==> src/rtl/quad_decoder_multi.sv <==
// rtl/quad_decoder_multi.sv - multi-channel quadrature decoder with glitch filters, error/idle tracking and snapshot.
// Optional index-pulse zeroing is enabled by defining QDEC_INDEX_EN.
module quad_decoder_multi #(
    parameter int NCH      = 2,
    parameter int CNT_W    = 32,
    parameter int FILT_LEN = 4,
    parameter int IDLE_CYC = 5_000_000,
    parameter int ERR_W    = 8
) (
    input  logic                   clk,
    input  logic                   reset,
    input  logic [NCH-1:0]         enc_a,
    input  logic [NCH-1:0]         enc_b,
    input  logic [NCH-1:0]         enc_z,
    input  logic [NCH-1:0]         clr,
    input  logic                   cap_req,
    output logic [2*NCH-1:0]       dir,
    output logic [NCH*CNT_W-1:0]   position,
    output logic [NCH*CNT_W-1:0]   pos_cap,
    output logic                   cap_valid,
    output logic [NCH*ERR_W-1:0]   err_cnt
);

`ifdef QDEC_INDEX_EN
    localparam int NIN = 3;
`else
    localparam int NIN = 2;
    logic unused_z;
    assign unused_z = ^enc_z;
`endif

    localparam int FW = (FILT_LEN > 1) ? $clog2(FILT_LEN) : 1;
    localparam int IW = $clog2(IDLE_CYC + 1);
    localparam logic [FW-1:0] FILT_MAX = FW'(FILT_LEN - 1);
    localparam logic [IW-1:0] IDLE_MAX = IW'(IDLE_CYC - 1);

    logic [NCH*CNT_W-1:0] pos_nxt;
    logic [NCH*CNT_W-1:0] pos_cap_q;
    logic                 cap_valid_q;

    for (genvar i = 0; i < NCH; i++) begin : g_ch
        logic [NIN-1:0] raw;
        logic [NIN-1:0] filt;

        assign raw[0] = enc_a[i];
        assign raw[1] = enc_b[i];
`ifdef QDEC_INDEX_EN
        assign raw[2] = enc_z[i];
`endif

        // Filtered level flips only on the FILT_LEN-th consecutive differing sample.
        for (genvar j = 0; j < NIN; j++) begin : g_in
            logic          s1_q;
            logic          s2_q;
            logic          flt_q;
            logic [FW-1:0] fcnt_q;

            always_ff @(posedge clk or posedge reset) begin
                if (reset) begin
                    s1_q   <= 1'b0;
                    s2_q   <= 1'b0;
                    flt_q  <= 1'b0;
                    fcnt_q <= '0;
                end else begin
                    s1_q <= raw[j];
                    s2_q <= s1_q;
                    if (s2_q != flt_q) begin
                        if (fcnt_q == FILT_MAX) begin
                            flt_q  <= s2_q;
                            fcnt_q <= '0;
                        end else begin
                            fcnt_q <= fcnt_q + 1'b1;
                        end
                    end else begin
                        fcnt_q <= '0;
                    end
                end
            end

            assign filt[j] = flt_q;
        end

        logic [1:0]       ab_prev_q;
        logic [1:0]       idx_cur;
        logic [1:0]       idx_prev;
        logic             step_cw;
        logic             step_ccw;
        logic             step_err;
        logic             z_rise;
        logic [CNT_W-1:0] pos_q;
        logic [CNT_W-1:0] pos_d;
        logic [ERR_W-1:0] err_q;
        logic [ERR_W-1:0] err_d;
        logic [1:0]       dir_q;
        logic [IW-1:0]    idle_q;
        logic [IW-1:0]    idle_nxt;

        // Map {A,B} = 00,10,11,01 onto phase 0..3 so CW is +1 and CCW is -1 mod 4.
        assign idx_cur  = {filt[1], filt[0] ^ filt[1]};
        assign idx_prev = {ab_prev_q[1], ab_prev_q[0] ^ ab_prev_q[1]};
        assign step_cw  = (idx_cur == idx_prev + 2'd1);
        assign step_ccw = (idx_cur == idx_prev - 2'd1);
        assign step_err = ((filt[1:0] ^ ab_prev_q) == 2'b11);

`ifdef QDEC_INDEX_EN
        logic z_prev_q;
        assign z_rise = filt[2] & ~z_prev_q;

        always_ff @(posedge clk or posedge reset) begin
            if (reset) begin
                z_prev_q <= 1'b0;
            end else begin
                z_prev_q <= filt[2];
            end
        end
`else
        assign z_rise = 1'b0;
`endif

        // Saturates at IDLE_CYC-1, i.e. the IDLE_CYC-th cycle counting the step cycle itself.
        assign idle_nxt = (idle_q == IDLE_MAX) ? idle_q : idle_q + IW'(1);

        always_comb begin
            pos_d = pos_q;
            err_d = err_q;
            if (step_cw) begin
                pos_d = pos_q + CNT_W'(1);
            end else if (step_ccw) begin
                pos_d = pos_q - CNT_W'(1);
            end
            if (z_rise) begin
                pos_d = '0;
            end
            if (step_err && (err_q != {ERR_W{1'b1}})) begin
                err_d = err_q + ERR_W'(1);
            end
            if (clr[i]) begin
                pos_d = '0;
                err_d = '0;
            end
        end

        always_ff @(posedge clk or posedge reset) begin
            if (reset) begin
                ab_prev_q <= 2'b00;
                pos_q     <= '0;
                err_q     <= '0;
                dir_q     <= 2'b00;
                idle_q    <= '0;
            end else begin
                ab_prev_q <= filt[1:0];
                pos_q     <= pos_d;
                err_q     <= err_d;
                if (step_cw || step_ccw || step_err) begin
                    idle_q <= '0;
                end else begin
                    idle_q <= idle_nxt;
                end
                if (step_cw) begin
                    dir_q <= 2'b01;
                end else if (step_ccw) begin
                    dir_q <= 2'b11;
                end else if (step_err) begin
                    dir_q <= 2'b10;
                end else if (idle_nxt == IDLE_MAX) begin
                    dir_q <= 2'b00;
                end
            end
        end

        assign pos_nxt[i*CNT_W +: CNT_W]  = pos_d;
        assign position[i*CNT_W +: CNT_W] = pos_q;
        assign err_cnt[i*ERR_W +: ERR_W]  = err_q;
        assign dir[2*i +: 2]              = dir_q;
    end

    // Snapshot takes next-state positions so it matches what position shows in the strobe cycle.
    always_ff @(posedge clk or posedge reset) begin
        if (reset) begin
            pos_cap_q   <= '0;
            cap_valid_q <= 1'b0;
        end else begin
            cap_valid_q <= cap_req;
            if (cap_req) begin
                pos_cap_q <= pos_nxt;
            end
        end
    end

    assign pos_cap   = pos_cap_q;
    assign cap_valid = cap_valid_q;

endmodule

==> config.mk <==
export PLATFORM = sky130hd
export DESIGN_NAME = quad_decoder_multi
export DESIGN_NICKNAME = d
export VERILOG_FILES = /design/src/rtl/quad_decoder_multi.sv
export SDC_FILE = /design/constraint.sdc
export NUM_CORES = 1
export LEC_CHECK = 0
export BUFFER_PORTS_ARGS = -buffer_cell sky130_fd_sc_hd__buf_2
export CORE_MARGIN = 2
export CORE_UTILIZATION = 30
export CTS_CLUSTER_DIAMETER = 200
export DETAILED_ROUTE_END_ITERATION = 8
export HOLD_SLACK_MARGIN = 0.1
export SYNTH_ARGS = -nofsm -noshare
export SYNTH_HDL_FRONTEND = slang
export SYNTH_SLANG_ARGS = --single-unit
export TNS_END_PERCENT = 30
==> constraint.sdc <==
create_clock -name clk -period 9.57 [get_ports clk]
set_clock_uncertainty 0.15 [all_clocks]
set_input_delay 0 -clock clk [delete_from_list [all_inputs] [get_ports clk]]
set_output_delay 0 -clock clk [all_outputs]
set_load 0.02 [all_outputs]
==> impl_results.md, run 1 <==
* Post-CTS Setup Inserts at 0
* Die width at 198 um
* Die Height at 198 um
* IO Count at 160
* Clock sink count at 219
* Hold Violations, Final at 0
* Total CTS buffers at 25
* Max Clk Rate at slightly below 0.3 GHz
* Initial antenna violation count at 0
* PwrDens at 340 mW/mm2
* H-Tree Depth at 1
* NumNets Final at 1312
* Max Cap Viol at 0
* Post-Layout Inst Area at about 0.013 mm2
* Core area at ~0.037 mm2
* Remaining global-route overflow at 0
* Synth area leader: dfrtp_1
* Share of the synthesized area in the top cell type at 0.486
* DRC at 0
* Setup TNS at 0 ns
* Top cells by count, synth: dfrtp_1 (219), nor2_1 (154), nand2_1 (80)
* Routed vias at 9207
* Number of global-route vias before repair at 8871
* Peak supply drop at 150 uV
* Slew at the pin closest to its max-slew limit at around 1.1 ns
* Critical Path Source Type: register
* Mapped Area at 0.0113 mm2
* CTS Root Buffer Type: clkbuf_16
* Crit end category: register
* Critical-path cell list: ha_1 > and4_1 > nand2_1 > or3_1 > a2111oi_0 > a41oi_1 > o41ai_1 > nand3_1
* Largest net degree at the start of global routing at approximately 140
* Final Cycle Share at 0.359
* Most Used Layer, Global Route: met2
* Drt total wl at between 20000 and 30000 um
* Most frequently used flop master after synthesis: dfrtp_1
* Critical path's slowest cell: a2111oi_0
* N_diodes at 0
* Insertion delay to the later sink of the worst-skew pair at roughly 0.52 ns
* Number of synthesized flops with an enable pin at 0
* Vias per cell at 5.17
* Hold Path Class: input port to async pin
* Final min period at 3.43 ns
* Hold Slack at slightly below 0.08 ns
* Library cells used by synthesis at 67
* Slew margin rel. at 0.273
* Top-count cell post-synth: dfrtp_1
* Post-DP Area at 0.0125 mm2
* Final HPWL DP at approximately 21000 um
* Cells after synthesis at 1150
* Total Die Area at a little under 0.04 mm2
* Fillers at 3764
* RSZ-0062 raised after global routing: false
* Clk pin slew, worst setup/hold paths at 0.06 ns
* Starting density of the core at 0.302
* Ranking of synthesized cells by area: dfrtp_1 (49%), nor2_1 (5.1%), xnor2_1 (5.1%)
* Slew Limit Fails at 0
* Req. time, crit path at 9.81 ns
* First-pass GRT wire length at roughly 48000 um
* Met2 GRT Util at 0.240
* Class of the most critical setup path: register to register
* WP data arrival at approximately 3.7 ns
* CTS tree: yes
* Crit-path max FO at 10
* Gpl congestion at 0.849
* CTS Buffer Depth at 3
* Register area share after synthesis at 0.486
* Post-Synthesis Net Count at ~1200
* GR Util met3 at 0.0238
* CP peak stage delay at 0.65 ns
* Yosys warns at 0
* Final setup vio count at 0
* Pleak at just over 6 nW
* First-pass DRT Iterations at 5
* WL/cell at 16.7 um
* Antenna viol nets, final at 0
* Avg Cell Area, Syn at 9.81 um2
* Starting DRT DRC Count at 571
* Met1 Usage GRT at 0.208
* Synth-to-Final Area Change at 19.1%
* Core Rows at 71
* Yosys reg bits at 219
* Layout cell share with drive strength beyond 1 at 0.194
* Fraction of registers with async set or reset after synthesis at 1.00
* IO Port Bufs at 157
* Post_cts resized at 0
* All-Layer GR Usage at 0.149
* Outcome: finished, final reports clean
-- final cells by class --
cell class                      instances  area, um2  area share
Multi-Input combinational cell        853       5510       0.410
Sequential cell                       219       5480       0.408
Timing Repair Buffer                  173        936      0.0696
Clock buffer                           40        772      0.0574
Tap cell                              474        593      0.0441
Clock inverter                          5       80.1     0.00596
Inverter                               17       71.3     0.00531
-- routing by layer --
metal,vias to the layer above,share of wire
li1,4400,-
met1,4500,0.47
met4,0,0.025
met2,262,0.45
met5,-,0
met3,45,0.054
-- worst max-delay path: cells and delay by family, from the launching register on --
kind            cells  cell delay, ns
fa+ha+maj           1            0.42
compound gates      3            0.98
flops               1            0.53
simple gates        4            1.23
-- stage by stage --
stage	cells	util	worst slack, ns	total power [W]
2_1_floorplan	1150	-	3.43	0.00297
3_3_place_gp	1724	0.334	6.14	0.00355
3_5_place_dp	1724	0.334	6.11	0.00358
4_1_cts	1781	0.360	6.11	0.00460
5_1_grt	1781	0.360	5.71	0.00489
6_report	1781	0.360	6.14	0.00457
-- power breakdown --
group	switching (W)	leakage [nW]	internal, W
clock	0.000382	0.412	0.000603
sequential	0.000314	2.96	0.00118
combinational	0.00131	2.70	0.000773
-- state kept, by name (all words and copies together) (netlist names) --
name	count
g_ch.pos_q	64
pos_cap	64
g_ch.idle_q	46
g_ch.err_q	16
g_ch.g_in.fcnt_q	8
g_ch.ab_prev_q	4
g_ch.dir_q	4
g_ch.g_in.flt_q	4
g_ch.g_in.s1_q	4
g_ch.g_in.s2_q	4
cap_valid	1
-- kinds of logic (layout without fill, tap and decap cells) --
logic type,count (synthesis),count (layout),synth area share
compound gates,171,171,0.106
xor+xnor,124,124,0.0962
fa+ha+maj,12,12,0.0133
buf+inv,78,235,0.0263
flops,219,219,0.486
mux,48,48,0.0474
simple gates,498,498,0.225
-- worst paths after layout --
path	from	to	slack [ns]	depth (start not counted)
worst max-delay path	g_ch[1].idle_q[0]	g_ch[1].dir_q[1]	6.14	8
worst min-delay path	reset	g_ch[0].g_in[0].s1_q	0.08	3
worst max register to register	g_ch[1].idle_q[0]	g_ch[1].dir_q[1]	6.14	8
worst min register to register	g_ch[0].g_in[0].s1_q	g_ch[0].g_in[0].s2_q	0.20	0
max in group asynchronous	reset	g_ch[1].err_q[1]	7.49	4
min in group clk	g_ch[0].g_in[0].s1_q	g_ch[0].g_in[0].s2_q	0.20	0
-- repair_timing --
| item | 4_1_cts | 5_1_grt |
|---|---|---|
| endpoints found under the hold margin | 251 | 0 |
| setup endpoints to repair | 0 | 0 |
| hold buffers | 12 | 0 |
-- layout by cell type (no fill, tap or decap), types with 25 or more instances in the layout --
cell type / netlist / layout
nor2_1: 154 / 154
buf_2: 3 / 157
nor3_1: 34 / 34
o2bb2ai_1: 25 / 25
nand2_1: 80 / 80
xor2_1: 58 / 58
xnor2_1: 66 / 66
clkbuf_16: 0 / 25
mux2_2: 39 / 39
dfrtp_1: 219 / 219
nand4_1: 46 / 46
a21oi_1: 37 / 37
nand3_1: 39 / 39
o21ai_0: 27 / 27
(Power assumes the default switching activity.)
==> run 2, diff against run 1 <==
- clock period: 9.57 -> 3.3 ns (I/O delays scaled with it)
==> impl_results.md, run 2 (same netlist as run 1, synthesis figures left out) <==
* Hold Slack at 0.199 ns (+0.120 ns)
* Slew margin rel. at 0.333 (+0.0595)
* Critical-path cell list: or4_4 > or4_1 > or4b_4 > a221oi_4 > xnor2_1 > nor2_2 > mux2_1
* Post-CTS Setup Inserts at 0 (unchanged)
* Crit Reg-Reg Startpoint: g_ch[0].pos_q[5]
* Hold Path Class: register to register
* Peak supply drop at 362 uV (+140%)
* CTS Root Buffer Type: clkbuf_16
* Final HPWL DP at 22000 um (+5.6%)
* R2R depth at 7 (-1)
* Crit end category: register
* First-pass DRT Iterations at 5 (unchanged)
* Final min period at 3.08 ns (-0.351 ns)
* Post-Layout Inst Area at 0.0138 mm2 (+2.7%)
* Clock sink count at 219 (unchanged)
* Hold Violations, Final at 0 (unchanged)
* Critical Path Source Type: register
* Insertion delay to the later sink of the worst-skew pair at 0.53 ns (about the same)
* Layout cell share with drive strength beyond 1 at 0.218 (+0.0235)
* Die width at 198 um (unchanged)
* CTS tree: yes
* Slew at the pin closest to its max-slew limit at 0.999 ns (-0.0904 ns)
* DRC at 0 (unchanged)
* Req. time, crit path at 3.56 ns (-6.25 ns)
* Total CTS buffers at 27 (+8.0%)
* Starting DRT DRC Count at 617 (+8.1%)
* Gpl congestion at 0.898 (+5.8%)
* Setup TNS at 0 ns (unchanged)
* Commonest non-fill, non-tap cell in the layout: dfrtp_1
* Drt total wl at 30600 um (+2.7%)
* Power Total at 0.0138 W (+200%)
* Routed vias at 9402 (+2.1%)
* Most frequent cells in the layout: dfrtp_1 (219), buf_2 (157), nor2_1 (154), nand2_1 (80), xnor2_1 (65)
* CP peak stage delay at 0.58 ns (-0.07 ns)
* Die Height at 198 um (unchanged)
* Max Clk Rate at 0.324 GHz (+11%)
* Max Cap Viol at 0 (unchanged)
* WL/cell at 16.8 um (+0.58%)
* Core Rows at 71 (unchanged)
* R2R setup slack at 0.22 ns (-5.92 ns)
* Largest net degree at the start of global routing at 88 (-36%)
* Core area at 0.0373 mm2 (unchanged)
* WHS Path Cells at 0
* Critical path's slowest cell: or4b_4
* Initial antenna violation count at 0 (unchanged)
* RSZ-0062 raised after global routing: false
* Number of global-route vias before repair at 9014 (+1.6%)
* Crit path buf inv count at 0 (unchanged)
* WP data arrival at 3.34 ns (-0.33 ns)
* PwrDens at 1000 mW/mm2 (+200%)
* Total Die Area at 0.0392 mm2 (unchanged)
* Hold Startpoint: g_ch[0].g_in[1].s1_q
* H-Tree Depth at 1 (unchanged)
* Hold EP: g_ch[0].g_in[1].s2_q
* Final Cycle Share at 0.934 (+0.575)
* CTS Buffer Depth at 3 (unchanged)
* IO Port Bufs at 157 (unchanged)
* Cell family with most CP delay: simple AND/OR/NAND/NOR gates
* Remaining global-route overflow at 0 (unchanged)
* Outcome: finished, final reports clean
* NumNets Final at 1348 (+2.7%)
* Pleak at 6.30 nW (+3.6%)
* Class of the most critical setup path: register to register
* Slew Limit Fails at 0 (unchanged)
* Final setup vio count at 0 (unchanged)
* Clk pin slew, worst setup/hold paths at 0.06 ns (about the same)
* Reg2reg end: pos_cap[24]
* Antenna viol nets, final at 0 (unchanged)
* All-Layer GR Usage at 0.155 (+0.00634)
* Starting density of the core at 0.302 (unchanged)
* Synth-to-Final Area Change at 22.3%
* First-pass GRT wire length at 49700 um (+3.7%)
* N_diodes at 0 (unchanged)
* Crit-path max FO at 5 (-5)
* Vias per cell at 5.17 (about the same)
* IO Count at 160 (unchanged)
* Post-DP Area at 0.0127 mm2 (+2.2%)
[run 2: final cells by class]
| class | count | area (um2) |
|---|---|---|
| Tap cell | 474 | 593 |
| Clock buffer | 35 | 736 |
| Timing Repair Buffer | 207 | 1220 |
| Clock inverter | 14 | 184 |
| Inverter | 17 | 67.6 |
| Fill cell | 3755 | 23500 |
| Multi-Input combinational cell | 853 | 5520 |
| Sequential cell | 219 | 5480 |
[run 2: worst reg2reg max path, stage by stage (launching register included)]
cell      delay (ns)
dfrtp_1         0.42
or4_4           0.55
or4_1           0.43
or4b_4          0.58
a221oi_4        0.30
xnor2_1         0.17
nor2_2          0.06
mux2_1          0.31
[run 2: repair_timing]
action,in CTS,in global routing
endpoints found under the hold margin,315,0
hold buffers,13,0
setup endpoints to repair,0,5
resized for setup,0,3
[run 2: through the flow]
stage	instances	setup slack (ns)	utilization
6_report	1819	0.217	0.370
3_3_place_gp	1757	0.253	0.341
3_5_place_dp	1757	0.174	0.341
4_1_cts	1819	0.134	0.370
2_1_floorplan	1150	0.141	-
5_1_grt	1819	0.0337	0.370
[run 2: per-layer routing]
metal | vias up | global-route usage | wire, um
met3 | 52 | 0.0293 | 1910
li1 | 4476 | - | -
met1 | 4601 | 0.217 | 14100
met2 | 273 | 0.245 | 13700
met4 | 0 | 0.0437 | 832
met5 | - | 0 | 0
[run 2: power by group]
group	switching, W	internal, W
Combinational	0.00395	0.00254
Clock	0.00117	0.00188
Sequential	0.000878	0.00343
Total	0.00599	0.00786
[run 2: worst max path at each step]
stage / start / end / slack (ns) / cells after the start
3_3_place_gp: g_ch[0].pos_q[5] / pos_cap[24] / 0.25 / 7
4_1_cts: g_ch[0].idle_q[0] / g_ch[0].dir_q[1] / 0.13 / 10
5_1_grt: g_ch[1].idle_q[0] / g_ch[1].dir_q[1] / 0.03 / 8
6_report: g_ch[0].pos_q[5] / pos_cap[24] / 0.22 / 7
2_1_floorplan: g_ch[0].pos_q[4] / pos_cap[24] / 0.14 / 8
3_5_place_dp: g_ch[0].g_in[1].flt_q / pos_cap[24] / 0.17 / 7
==> run 3, diff against run 2 <==
- CORE_UTILIZATION: 30 -> 41
==> impl_results.md, run 3 (same netlist as run 1, synthesis figures left out) <==
* RSZ-0062 raised after global routing: false
* Die width at 170 um (-14%)
* Slew margin rel. at 0.311 (-0.0218)
* Starting density of the core at 0.418 (+0.115)
* Class of the most critical setup path: register to register
* Layout Utilization at 0.501 (+0.131)
* Sequential share of power at 0.318 (+0.007)
* WL/cell at 17.2 um (+2.3%)
* Slew Limit Fails at 0 (unchanged)
* Slew at the pin closest to its max-slew limit at 1.03 ns (+0.0327 ns)
* Core Rows at 60 (-15%)
* CP peak stage delay at 0.58 ns (about the same)
* Drt total wl at 29000 um (-5.2%)
* Die Height at 170 um (-14%)
* Final Cycle Share at 0.935 (+0.000940)
* Clk pin slew, worst setup/hold paths at 0.06 ns (about the same)
* All-Layer GR Usage at 0.200 (+0.0449)
* Hold Startpoint: g_ch[0].g_in[1].s1_q
* CTS tree: yes
* Max Clk Rate at 0.324 GHz (-0.10%)
* Critical Path Source Type: register
* Peak supply drop at 423 uV (+17%)
* Remaining global-route overflow at 0 (unchanged)
* WP data arrival at 3.34 ns (about the same)
* Clock share of power at 0.206 (-0.014)
* Clock sink count at 219 (unchanged)
* IO Port Bufs at 157 (unchanged)
* Final min period at 3.09 ns (+0.00310 ns)
* CTS Root Buffer Type: clkbuf_16
* Layout cell share with drive strength beyond 1 at 0.217 (-0.00116)
* Pleak at 6.26 nW (-0.59%)
* Hold EP: g_ch[0].g_in[1].s2_q
* Number of global-route vias before repair at 8951 (-0.70%)
* R2R setup slack at 0.21 ns (about the same)
* Commonest non-fill, non-tap cell in the layout: dfrtp_1
* Reg2reg end: pos_cap[24]
* H-Tree Depth at 1 (unchanged)
* Synth-to-Final Area Change at 20.0%
* Critical-path cell list: or4_4 > or4_1 > or4b_4 > a221oi_4 > xnor2_1 > nor2_2 > mux2_1
* Total CTS buffers at 26 (-3.7%)
* Sw power at 0.00584 W (-2.4%)
* Largest net degree at the start of global routing at 109 (+24%)
* Crit end category: register
* Outcome: finished, final reports clean
* N_diodes at 0 (unchanged)
* Hold Violations, Final at 0 (unchanged)
* Initial antenna violation count at 0 (unchanged)
* Crit-path max FO at 5 (unchanged)
* Gate power share at 0.476 (+0.007)
* Sw Ratio at 0.434 (+0.00116)
* P_int at 0.00763 W (-2.9%)
* WHS Path Cells at 0 (unchanged)
* Fillers at 2564 (-32%)
* Max Cap Viol at 0 (unchanged)
* Hold Path Class: register to register
* Antenna viol nets, final at 0 (unchanged)
* Routed vias at 9400 (-0.021%)
* Hold Slack at 0.223 ns (+0.0240 ns)
* IO Count at 160 (unchanged)
* Final setup vio count at 0 (unchanged)
* Vias per cell at 5.58 (+8.0%)
* Insertion delay to the later sink of the worst-skew pair at 0.52 ns (about the same)
* Post-placement cell count at 1624 (-7.6%)
* PwrDens at 995 mW/mm2 (-0.84%)
* Total Die Area at 0.0289 mm2 (-26%)
* Finished Layout Cells at 1684 (-7.4%)
* DRC at 0 (unchanged)
* Setup TNS at 0 ns (unchanged)
* R2R depth at 7 (unchanged)
* Most frequent cells in the layout: dfrtp_1 (219), buf_2 (157), nor2_1 (154), nand2_1 (80), xnor2_1 (66)
* Starting DRT DRC Count at 675 (+9.4%)
* First-pass GRT wire length at 47500 um (-4.5%)
* Req. time, crit path at 3.55 ns (about the same)
* Final HPWL DP at 20700 um (-6.0%)
* Post_cts resized at 0 (unchanged)
* Gpl congestion at 0.878 (-2.3%)
* First-pass DRT Iterations at 4 (-1)
* CTS Buffer Depth at 3 (unchanged)
* Core area at 0.0270 mm2 (-28%)
* NumNets Final at 1347 (-0.074%)
* Critical path's slowest cell: or4b_4
* Crit Reg-Reg Startpoint: g_ch[0].pos_q[5]
[run 3: how the worst max path moves through the flow]
stage / slack, ns / startpoint / end
3_5_place_dp: 0.23 / g_ch[0].pos_q[5] / pos_cap[24]
6_report: 0.21 / g_ch[0].pos_q[5] / pos_cap[24]
2_1_floorplan: 0.14 / g_ch[0].pos_q[4] / pos_cap[24]
5_1_grt: 0.08 / g_ch[0].pos_q[5] / pos_cap[24]
3_3_place_gp: 0.23 / g_ch[0].pos_q[5] / pos_cap[24]
4_1_cts: 0.22 / g_ch[0].pos_q[5] / pos_cap[24]
[run 3: timing repair]
| action | CTS | global route |
|---|---|---|
| setup buffers | 0 | 0 |
| hold buffers | 13 | 0 |
| endpoints found under the hold margin | 334 | 0 |
| setup endpoints to repair | 0 | 0 |
[run 3: per-stage QoR]
step / power, W / area (um2) / setup slack, ns
2_1_floorplan: 0.00860 / 11300 / 0.141
3_3_place_gp: 0.0106 / 12600 / 0.233
3_5_place_dp: 0.0107 / 12600 / 0.226
4_1_cts: 0.0136 / 13500 / 0.220
5_1_grt: 0.0144 / 13500 / 0.0817
6_report: 0.0135 / 13500 / 0.214
[run 3: routing by layer]
metal,up-vias,wire length [um],part of all wire,global-route usage
li1,4480,-,-,-
met1,4665,13900,0.48,0.293
met2,221,13000,0.45,0.312
met3,34,1560,0.054,0.0323
met4,0,437,0.015,0.0446
met5,-,0,0,0
[run 3: layout make-up]
class	count	area, um2	share of cell area
multi-input cells	853	5510	0.407
flip-flops and latches	219	5480	0.405
repair buffers	207	1210	0.0891
clock buffers	40	815	0.0601
well taps	341	427	0.0315
inverters	17	67.6	0.00499
clock inverters	7	37.5	0.00277
[run 3: power by group through the flow]
| stage | Combinational, W | Clock (W) | Sequential [W] |
|---|---|---|---|
| final | 0.00642 | 0.00278 | 0.00428 |
| after CTS | 0.00642 | 0.00286 | 0.00428 |
| after floorplan | 0.00384 | 0 | 0.00476 |
| after global routing | 0.00706 | 0.00298 | 0.00441 |
| after global placement | 0.00633 | 0 | 0.00429 |
| after detailed placement | 0.00637 | 0 | 0.00431 |
[run 3: worst max-delay path, delay by kind of cell, from the launching register on]
kind,cells,cell delay [ns]
compound gates,1,0.29
xor+xnor,1,0.17
flops,1,0.41
mux,1,0.31
simple gates,4,1.63
